## src/rtl/lut_interp_stage.sv

```systemverilog
// Piecewise-linear activation stage: slices x into LUT address/fraction, then interpolates base..next.
// Define INTERP_ROUND_EN for round-half-up interpolation; the default build floors.
module lut_interp_stage #(
    parameter int DATA_W = 8,
    parameter int ADDR_W = 4,
    parameter int FRAC_W = DATA_W - ADDR_W
) (
    input  logic              clk,
    input  logic              rst,
    input  logic              in_valid,
    output logic              in_ready,
    input  logic [DATA_W-1:0] in_data,
    output logic [ADDR_W-1:0] lut_address,
    input  logic [DATA_W-1:0] lut_base,
    input  logic [DATA_W-1:0] lut_next,
    output logic              out_valid,
    input  logic              out_ready,
    output logic [DATA_W-1:0] out_data
);

    localparam int PROD_W = DATA_W + FRAC_W + 1;

    logic              s1_valid;
    logic [ADDR_W-1:0] s1_addr;
    logic [FRAC_W-1:0] s1_frac;

    logic              s2_valid;
    logic [DATA_W-1:0] s2_base;
    logic [DATA_W:0]   s2_diff;
    logic [FRAC_W-1:0] s2_frac;

    logic ld1, ld2, ld3;

    // Each stage may load when its downstream slot is empty or draining this cycle.
    assign ld3      = !out_valid || out_ready;
    assign ld2      = !s2_valid || ld3;
    assign ld1      = !s1_valid || ld2;
    assign in_ready = ld1;

    assign lut_address = s1_addr;

    logic signed [PROD_W-1:0] diff_ext;
    logic signed [PROD_W-1:0] frac_ext;
    logic signed [PROD_W-1:0] prod;
    logic signed [PROD_W-1:0] prod_adj;
    logic signed [PROD_W-1:0] prod_sh;
    logic signed [PROD_W-1:0] base_ext;
    logic signed [PROD_W-1:0] sum;
    logic [DATA_W-1:0]        clamped;

`ifdef INTERP_ROUND_EN
    localparam logic signed [PROD_W-1:0] RND = PROD_W'(1) << (FRAC_W - 1);
`endif

    // Everything is widened to the product width so the add and clamp never wrap.
    always_comb begin
        diff_ext = {{FRAC_W{s2_diff[DATA_W]}}, s2_diff};
        frac_ext = {{(DATA_W+1){1'b0}}, s2_frac};
        prod     = diff_ext * frac_ext;
`ifdef INTERP_ROUND_EN
        prod_adj = prod + RND;
`else
        prod_adj = prod;
`endif
        prod_sh  = prod_adj >>> FRAC_W;
        base_ext = {{(FRAC_W+1){s2_base[DATA_W-1]}}, s2_base};
        sum      = base_ext + prod_sh;
        clamped  = sum[DATA_W-1:0];
        if (!sum[PROD_W-1] && (|sum[PROD_W-2:DATA_W-1])) begin
            clamped = {1'b0, {(DATA_W-1){1'b1}}};
        end else if (sum[PROD_W-1] && !(&sum[PROD_W-2:DATA_W-1])) begin
            clamped = {1'b1, {(DATA_W-1){1'b0}}};
        end
    end

    // S1 keeps its address after the sample moves on, so lut_address only changes on accept.
    always_ff @(posedge clk or posedge rst) begin
        if (rst) begin
            s1_valid <= 1'b0;
            s1_addr  <= '0;
            s1_frac  <= '0;
        end else if (ld1) begin
            s1_valid <= in_valid;
            if (in_valid) begin
                s1_addr <= in_data[DATA_W-1 -: ADDR_W];
                s1_frac <= in_data[FRAC_W-1:0];
            end
        end
    end

    always_ff @(posedge clk or posedge rst) begin
        if (rst) begin
            s2_valid <= 1'b0;
            s2_base  <= '0;
            s2_diff  <= '0;
            s2_frac  <= '0;
        end else if (ld2) begin
            s2_valid <= s1_valid;
            if (s1_valid) begin
                s2_base <= lut_base;
                s2_diff <= {lut_next[DATA_W-1], lut_next} - {lut_base[DATA_W-1], lut_base};
                s2_frac <= s1_frac;
            end
        end
    end

    always_ff @(posedge clk or posedge rst) begin
        if (rst) begin
            out_valid <= 1'b0;
            out_data  <= '0;
        end else if (ld3) begin
            out_valid <= s2_valid;
            if (s2_valid) begin
                out_data <= clamped;
            end
        end
    end

endmodule
```

## config.mk

```make
export PLATFORM = sky130hd
export DESIGN_NAME = lut_interp_stage
export DESIGN_NICKNAME = d
export VERILOG_FILES = /design/src/rtl/lut_interp_stage.sv
export SDC_FILE = /design/constraint.sdc
export NUM_CORES = 1
export LEC_CHECK = 0
export ABC_AREA = 1
export CAP_MARGIN = 20
export CORE_UTILIZATION = 32
export DETAILED_ROUTE_END_ITERATION = 10
export PLACE_DENSITY = 0.57
export SLEW_MARGIN = 40
export SYNTH_ARGS = -nofsm -noshare
export SYNTH_HDL_FRONTEND = slang
export SYNTH_SLANG_ARGS = --single-unit
```

## constraint.sdc

```tcl
create_clock -name clk -period 8.2 [get_ports clk]
set_input_delay 1.64 -clock clk [delete_from_list [all_inputs] [get_ports clk]]
set_output_delay 1.64 -clock clk [all_outputs]
set_load 0.1 [all_outputs]
```

==> results of run 1 <==
registers in the layout, indices dropped and copies added (netlist names):
| signal | flops |
|---|---|
| out_data | 8 |
| s2_frac | 4 |
| s1_frac | 4 |
| out_valid | 1 |
| s2_valid | 1 |
| s1_valid | 1 |
| s2_base | 8 |
| s2_diff | 9 |
| lut_address | 4 |
area by class of cell:
type	count	area, sq um
fillers	1177	6651
multi-input cells	334	2210
flip-flops and latches	40	1001
inverters	101	379.1
repair buffers	43	355.3
well taps	140	175.2
clock buffers	6	128.9
clock inverters	2	35.03
Yosys cell counts, types with 3 or more instances:
cell type	n
o21ai_0	19
o21ai_1	3
nand3_1	10
xnor2_1	4
nand2_1	166
nand4_1	6
buf_2	3
xor2_1	16
ha_1	38
fa_1	19
mux2_2	8
dfrtp_1	40
nor2_1	8
nand2_2	5
nand3_2	3
a21oi_1	17
inv_1	99
layer usage:
metal | vias up | GRT usage (%)
li1 | 1560 | -
met1 | 1333 | 17.12
met2 | 45 | 23.64
met3 | 5 | 2.170
met4 | 0 | 4.054
met5 | - | 0
worst min-delay path: cells and delay by family, from the launching register on:
family / cells / cell delay, ns
and+or+nand+nor: 2 / 0.10
DFF: 1 / 0.34
worst min path at each step:
| stage | from | end | slack [ns] | cells past startpoint |
|---|---|---|---|---|
| 2_1_floorplan | s1_frac[0]$_DFFE_PP0P_ | s2_frac[0]$_DFFE_PP0P_ | 0.44 | 2 |
| 3_3_place_gp | s1_frac[1]$_DFFE_PP0P_ | s2_frac[1]$_DFFE_PP0P_ | 0.45 | 2 |
| 3_5_place_dp | s1_frac[3]$_DFFE_PP0P_ | s2_frac[3]$_DFFE_PP0P_ | 0.46 | 2 |
| 4_1_cts | s1_frac[2]$_DFFE_PP0P_ | s2_frac[2]$_DFFE_PP0P_ | 0.47 | 2 |
| 5_1_grt | s1_frac[2]$_DFFE_PP0P_ | s2_frac[2]$_DFFE_PP0P_ | 0.49 | 2 |
| 6_report | s1_frac[2]$_DFFE_PP0P_ | s2_frac[2]$_DFFE_PP0P_ | 0.47 | 2 |
kinds of logic after synthesis:
logic type               count (synthesis)  synth area share, %
adder cells (fa/ha/maj)                 57                23.59
XOR/XNOR                                20                4.829
buffers and inverters                  108                11.49
AO/OA/AOI/OAI                           44                6.554
AND/OR/NAND/NOR                        205                23.46
multiplexers                             8                2.484
flip-flops                              40                27.60
stage by stage:
step	hold WS, ns	setup WS, ns	instance area (sq um)	util [%]
5_1_grt	0.4906	3.004	4284	39.18
3_3_place_gp	0.4511	3.022	4190	38.32
6_report	0.4700	3.494	4284	39.18
3_5_place_dp	0.4560	3.476	4120	37.68
4_1_cts	0.4734	3.471	4284	39.18
2_1_floorplan	0.4364	3.911	3627	-
==> metrics.txt, run 1 <==
Final #Nets 610; Tot GR Track Use 13.56%; worst setup path end out_data[0]$_DFFE_PP0P_; share of cells above drive strength 1 8.365%; cts repair resizes 0; commonest cells after routing, fill and taps aside nand2_1 (166), inv_1 (99), dfrtp_1 (40); Placed Cells 658; CTS max path bufs 2; total CTS buffers 5; R2R Setup Slk 3.49 ns; Routed met1 length 3.404 mm; CTS Sinks 40; Via Count 2943; Fin Setup TNS 0 ns; CP Capture Type flip-flop; met3 WL post-DR 188 microns; Syn Nets 567; Die Y 108.5 microns; dpl hpwl 6.013 mm; first-pass iteration count of the detailed router 4; post-route ant nets 0; delay of the slowest critical-path stage 0.53 ns; final slew viol count 0; RSZ-0062 raised after global routing no; outcome finished, final reports clean; Critical-path top delay cell fa_1; skew final 0.002811 ns; GP Congestion 0.7913; final hold viol count 0; Fmax 212.5 MHz; non-filler instance count after layout 666; minimum clock period 4.706 ns; Setup Buffers After CTS 0; ys async rst share 100.0%; clk_lat worst skew 0.28 ns; most area-hungry cell type in the Yosys netlist dfrtp_1; Post-synth EDFFs 0; Crit path depth 24; max-cap violations 0; register clock-pin slew on the reported worst setup and hold paths 0.06 ns; Cell Rows 38; Max H-tree Level 2; sequential fraction of the synthesis area 27.60%; # IOs 42; Met2 Wirelength 3.401 mm; core area 10940 sq um; worst path required time 8.37 ns; GRT overflow 0; final setup fails 0; CP top delay family adder cells; first-pass GRT wire length 12.52 mm; most common cell after layout, fill and taps aside nand2_1; drt total wl 7.082 mm; CP Buf/Inv Count 4; largest net degree at the start of global routing 36; Initial Util 33.17%; Reg2Reg Launch Point s2_frac[2]$_DFFE_PP0P_; initial drt markers 75; Tcrit/Tclk final 57.39%; crit start category flip-flop; hold_buf cts 0; Gate Count Post-Synth 482; worst r2r path cells 24; CP startpoint s2_frac[2]$_DFFE_PP0P_; Area Growth Syn to Fin 18.11%; synthesized flop and latch total 40; drt drc 0; reg2reg end out_data[0]$_DFFE_PP0P_; library cells used by synthesis 31; CP Max Fanout 10; Tightest Pin Transition 0.6933 ns; Synth area leaders dfrtp_1 (28%), nand2_1 (17%), ha_1 (13%); top cell type's share of synthesized area 27.60%; crit path kind reg2reg; WL/cell 10.63 microns; critical path cell sequence nand2_1 > inv_1 > ha_1 > fa_1 > inv_1 > fa_1 > inv_1 > ha_1 > nand2_1 > nor4_1 > nor2_1 > o21ai_1 > xor2_1 > ha_1 > nand2_1 > inv_1 > a21oi_1 > nand4_1 > nand2_2 > nand2_2 > nand2_1 > nand2_1 > nand2_1 > nand2_1; CTS Root Cell clkbuf_16; die footprint 11760 sq um; CP dominant cell by count nand2_1; initial antenna violation count 0; n_diodes 0; vias in the first global route 2870; HP Class reg2reg; Via density 4.419; Worst slew margin 53.73%; Synth Flop Type dfrtp_1; IO Port Bufs 41; Mapped Area 3627 sq um; syn_area_per_cell 7.525 sq um; DIE WIDTH 108.5 microns; Critical Path AT 4.88 ns; Synth warnings 0; CTS tree done; uppermost layer routed met4
Power of run 1 is left out: the tool's default activity adds up to more than one toggle a clock period on the data nets, which glitch-free logic cannot reach.
==> run 2, diff against run 1 <==
- clock period: 8.2 -> 4.6 ns (I/O delays scaled with it)
==> run 2 against run 1 <==
Global-route usage is 0.20 points higher. First-iteration DRC count grew 2.7%. Final cell count rose by 3.0%. Setup slack worse by 3.2 ns. Clock skew up 0.0031 ns. Largest cell class unchanged.
==> metrics.txt, run 2 (same netlist as run 1, synthesis figures left out) <==
post-route ant nets 0; IO Port Bufs 41; CTS Sinks 40; Critical Path AT 4.51 ns; Critical-path top delay cell fa_1; max reg flops 9; Area Growth Syn to Fin 28.84%; first-pass iteration count of the detailed router 4; total CTS buffers 5; Worst slew margin 67.75%; die footprint 11760 sq um; most common cell after layout, fill and taps aside nand2_1; initial antenna violation count 0; Initial Util 33.17%; Cell Rows 38; Placement Cell Area 4153 sq um; Fill cells 1115; Top Registers s2_diff x9, out_data x8, s2_base x8; CTS max path bufs 2; CTS Root Cell clkbuf_16; crit path kind reg2reg; initial drt markers 77; Setup WS post-layout 0.2709 ns; GR Util met2 24.19%; clk_lat worst skew 0.29 ns; WL/cell 11.33 microns; commonest cells after routing, fill and taps aside nand2_1 (155), inv_1 (88), dfrtp_1 (37); delay of the slowest critical-path stage 0.55 ns; final hold slack 0.4662 ns; Final Cell Area 4673 sq um; largest reg by FF count s2_diff; dpl hpwl 6.188 mm; CP Max Fanout 8; Worst Hold Path Cells 2; GRT overflow 0; outcome finished, final reports clean; HP Class reg2reg; Tot GR Track Use 13.77%; met3 Use GR 2.712%; Fmax 231.0 MHz; core area 10940 sq um; worst path required time 4.78 ns; hold_buf cts 0; register clock-pin slew on the reported worst setup and hold paths 0.06 ns; Via Count 3059; worst r2r path cells 26; n_diodes 0; # IOs 42; final setup fails 0; grt peak-use layer met2; final slew viol count 0; crit start category flip-flop; Via density 4.459; CP Capture Type flip-flop; drt total wl 7.773 mm; pre-CTS worst setup slack 0.01190 ns; minimum clock period 4.329 ns; Tightest Pin Transition 0.4872 ns; CP dominant cell by count nand2_1; Die Y 108.5 microns; Final #Nets 630; skew final 0.005901 ns; Tcrit/Tclk final 94.11%; GP Congestion 0.8056; largest net degree at the start of global routing 36; Max H-tree Level 2; CTS tree done; met1 Track Usage GR 16.93%; drt drc 0; first-pass GRT wire length 12.84 mm; share of cells above drive strength 1 20.70%; DIE WIDTH 108.5 microns; final hold viol count 0; max-cap violations 0; vias in the first global route 2903
[run 2: changes by cell type in the layout (fill, tap and decap cells not counted), moves of 2 or more]
cell,delta
ha_1,-15
ha_2,+2
inv_1,-11
a21oi_2,+5
buf_4,+21
nand2_2,+11
inv_2,+11
nand2_1,-11
a21oi_1,-5
ha_4,+13
dfrtp_2,+3
dfrtp_1,-3
[run 2: area by class of cell]
type	instances	area (sq um)	share of cell area [%]
Sequential cell	40	1005	21.50
Multi-Input combinational cell	334	2442	52.26
Inverter	101	379.1	8.112
Tap cell	140	175.2	3.748
Clock buffer	6	128.9	2.758
Timing Repair Buffer	63	508.0	10.87
Clock inverter	2	35.03	0.7497
[run 2: metrics by stage]
| step | setup TNS [ns] | cells | util (%) |
|---|---|---|---|
| after floorplan | 0 | 482 | - |
| after global placement | 0 | 662 | 38.57 |
| after detailed placement | 0 | 662 | 37.97 |
| after CTS | 0 | 670 | 39.47 |
| after global routing | -0.09483 | 686 | 42.73 |
| final | 0 | 686 | 42.73 |
[run 2: per-layer routing]
layer / up-vias / wire length [microns]
met4: 0 / 99
met1: 1405 / 3552
met5: - / 0
met3: 9 / 245
li1: 1602 / -
met2: 43 / 3875
[run 2: critical path: cells and delay by family, from the launching register on]
kind / cells / cell delay (ns)
AND/OR/NAND/NOR: 15 / 1.31
buffers and inverters: 4 / 0.29
flip-flops: 1 / 0.46
AO/OA/AOI/OAI: 1 / 0.17
XOR/XNOR: 1 / 0.14
adder cells (fa/ha/maj): 5 / 1.86
[run 2: worst paths after layout]
kind,start,to,slack [ns]
max,s2_frac[3]$_DFFE_PP0P_,out_data[2]$_DFFE_PP0P_,0.27
min,s1_frac[1]$_DFFE_PP0P_,s2_frac[1]$_DFFE_PP0P_,0.47
min reg2reg,s1_frac[1]$_DFFE_PP0P_,s2_frac[1]$_DFFE_PP0P_,0.47
min in group asynchronous,rst,s1_valid$_DFFE_PP0N_,0.96
max in group asynchronous,rst,s2_frac[2]$_DFFE_PP0P_,2.99
max reg2reg,s2_frac[3]$_DFFE_PP0P_,out_data[2]$_DFFE_PP0P_,0.27
[run 2: timing repair]
action	in CTS	in global routing
endpoints found under the setup margin	0	8
gates resized for setup	0	52
buffers inserted	0	16
Power of run 2 is left out for the same reason.
==> run 3, diff against run 2 <==
- GPL_ROUTABILITY_DRIVEN: default -> 1
==> results of run 3 <==
No change in the layout: final DEF, timing and power equal those of run 2.
Power of run 3 is left out for the same reason.
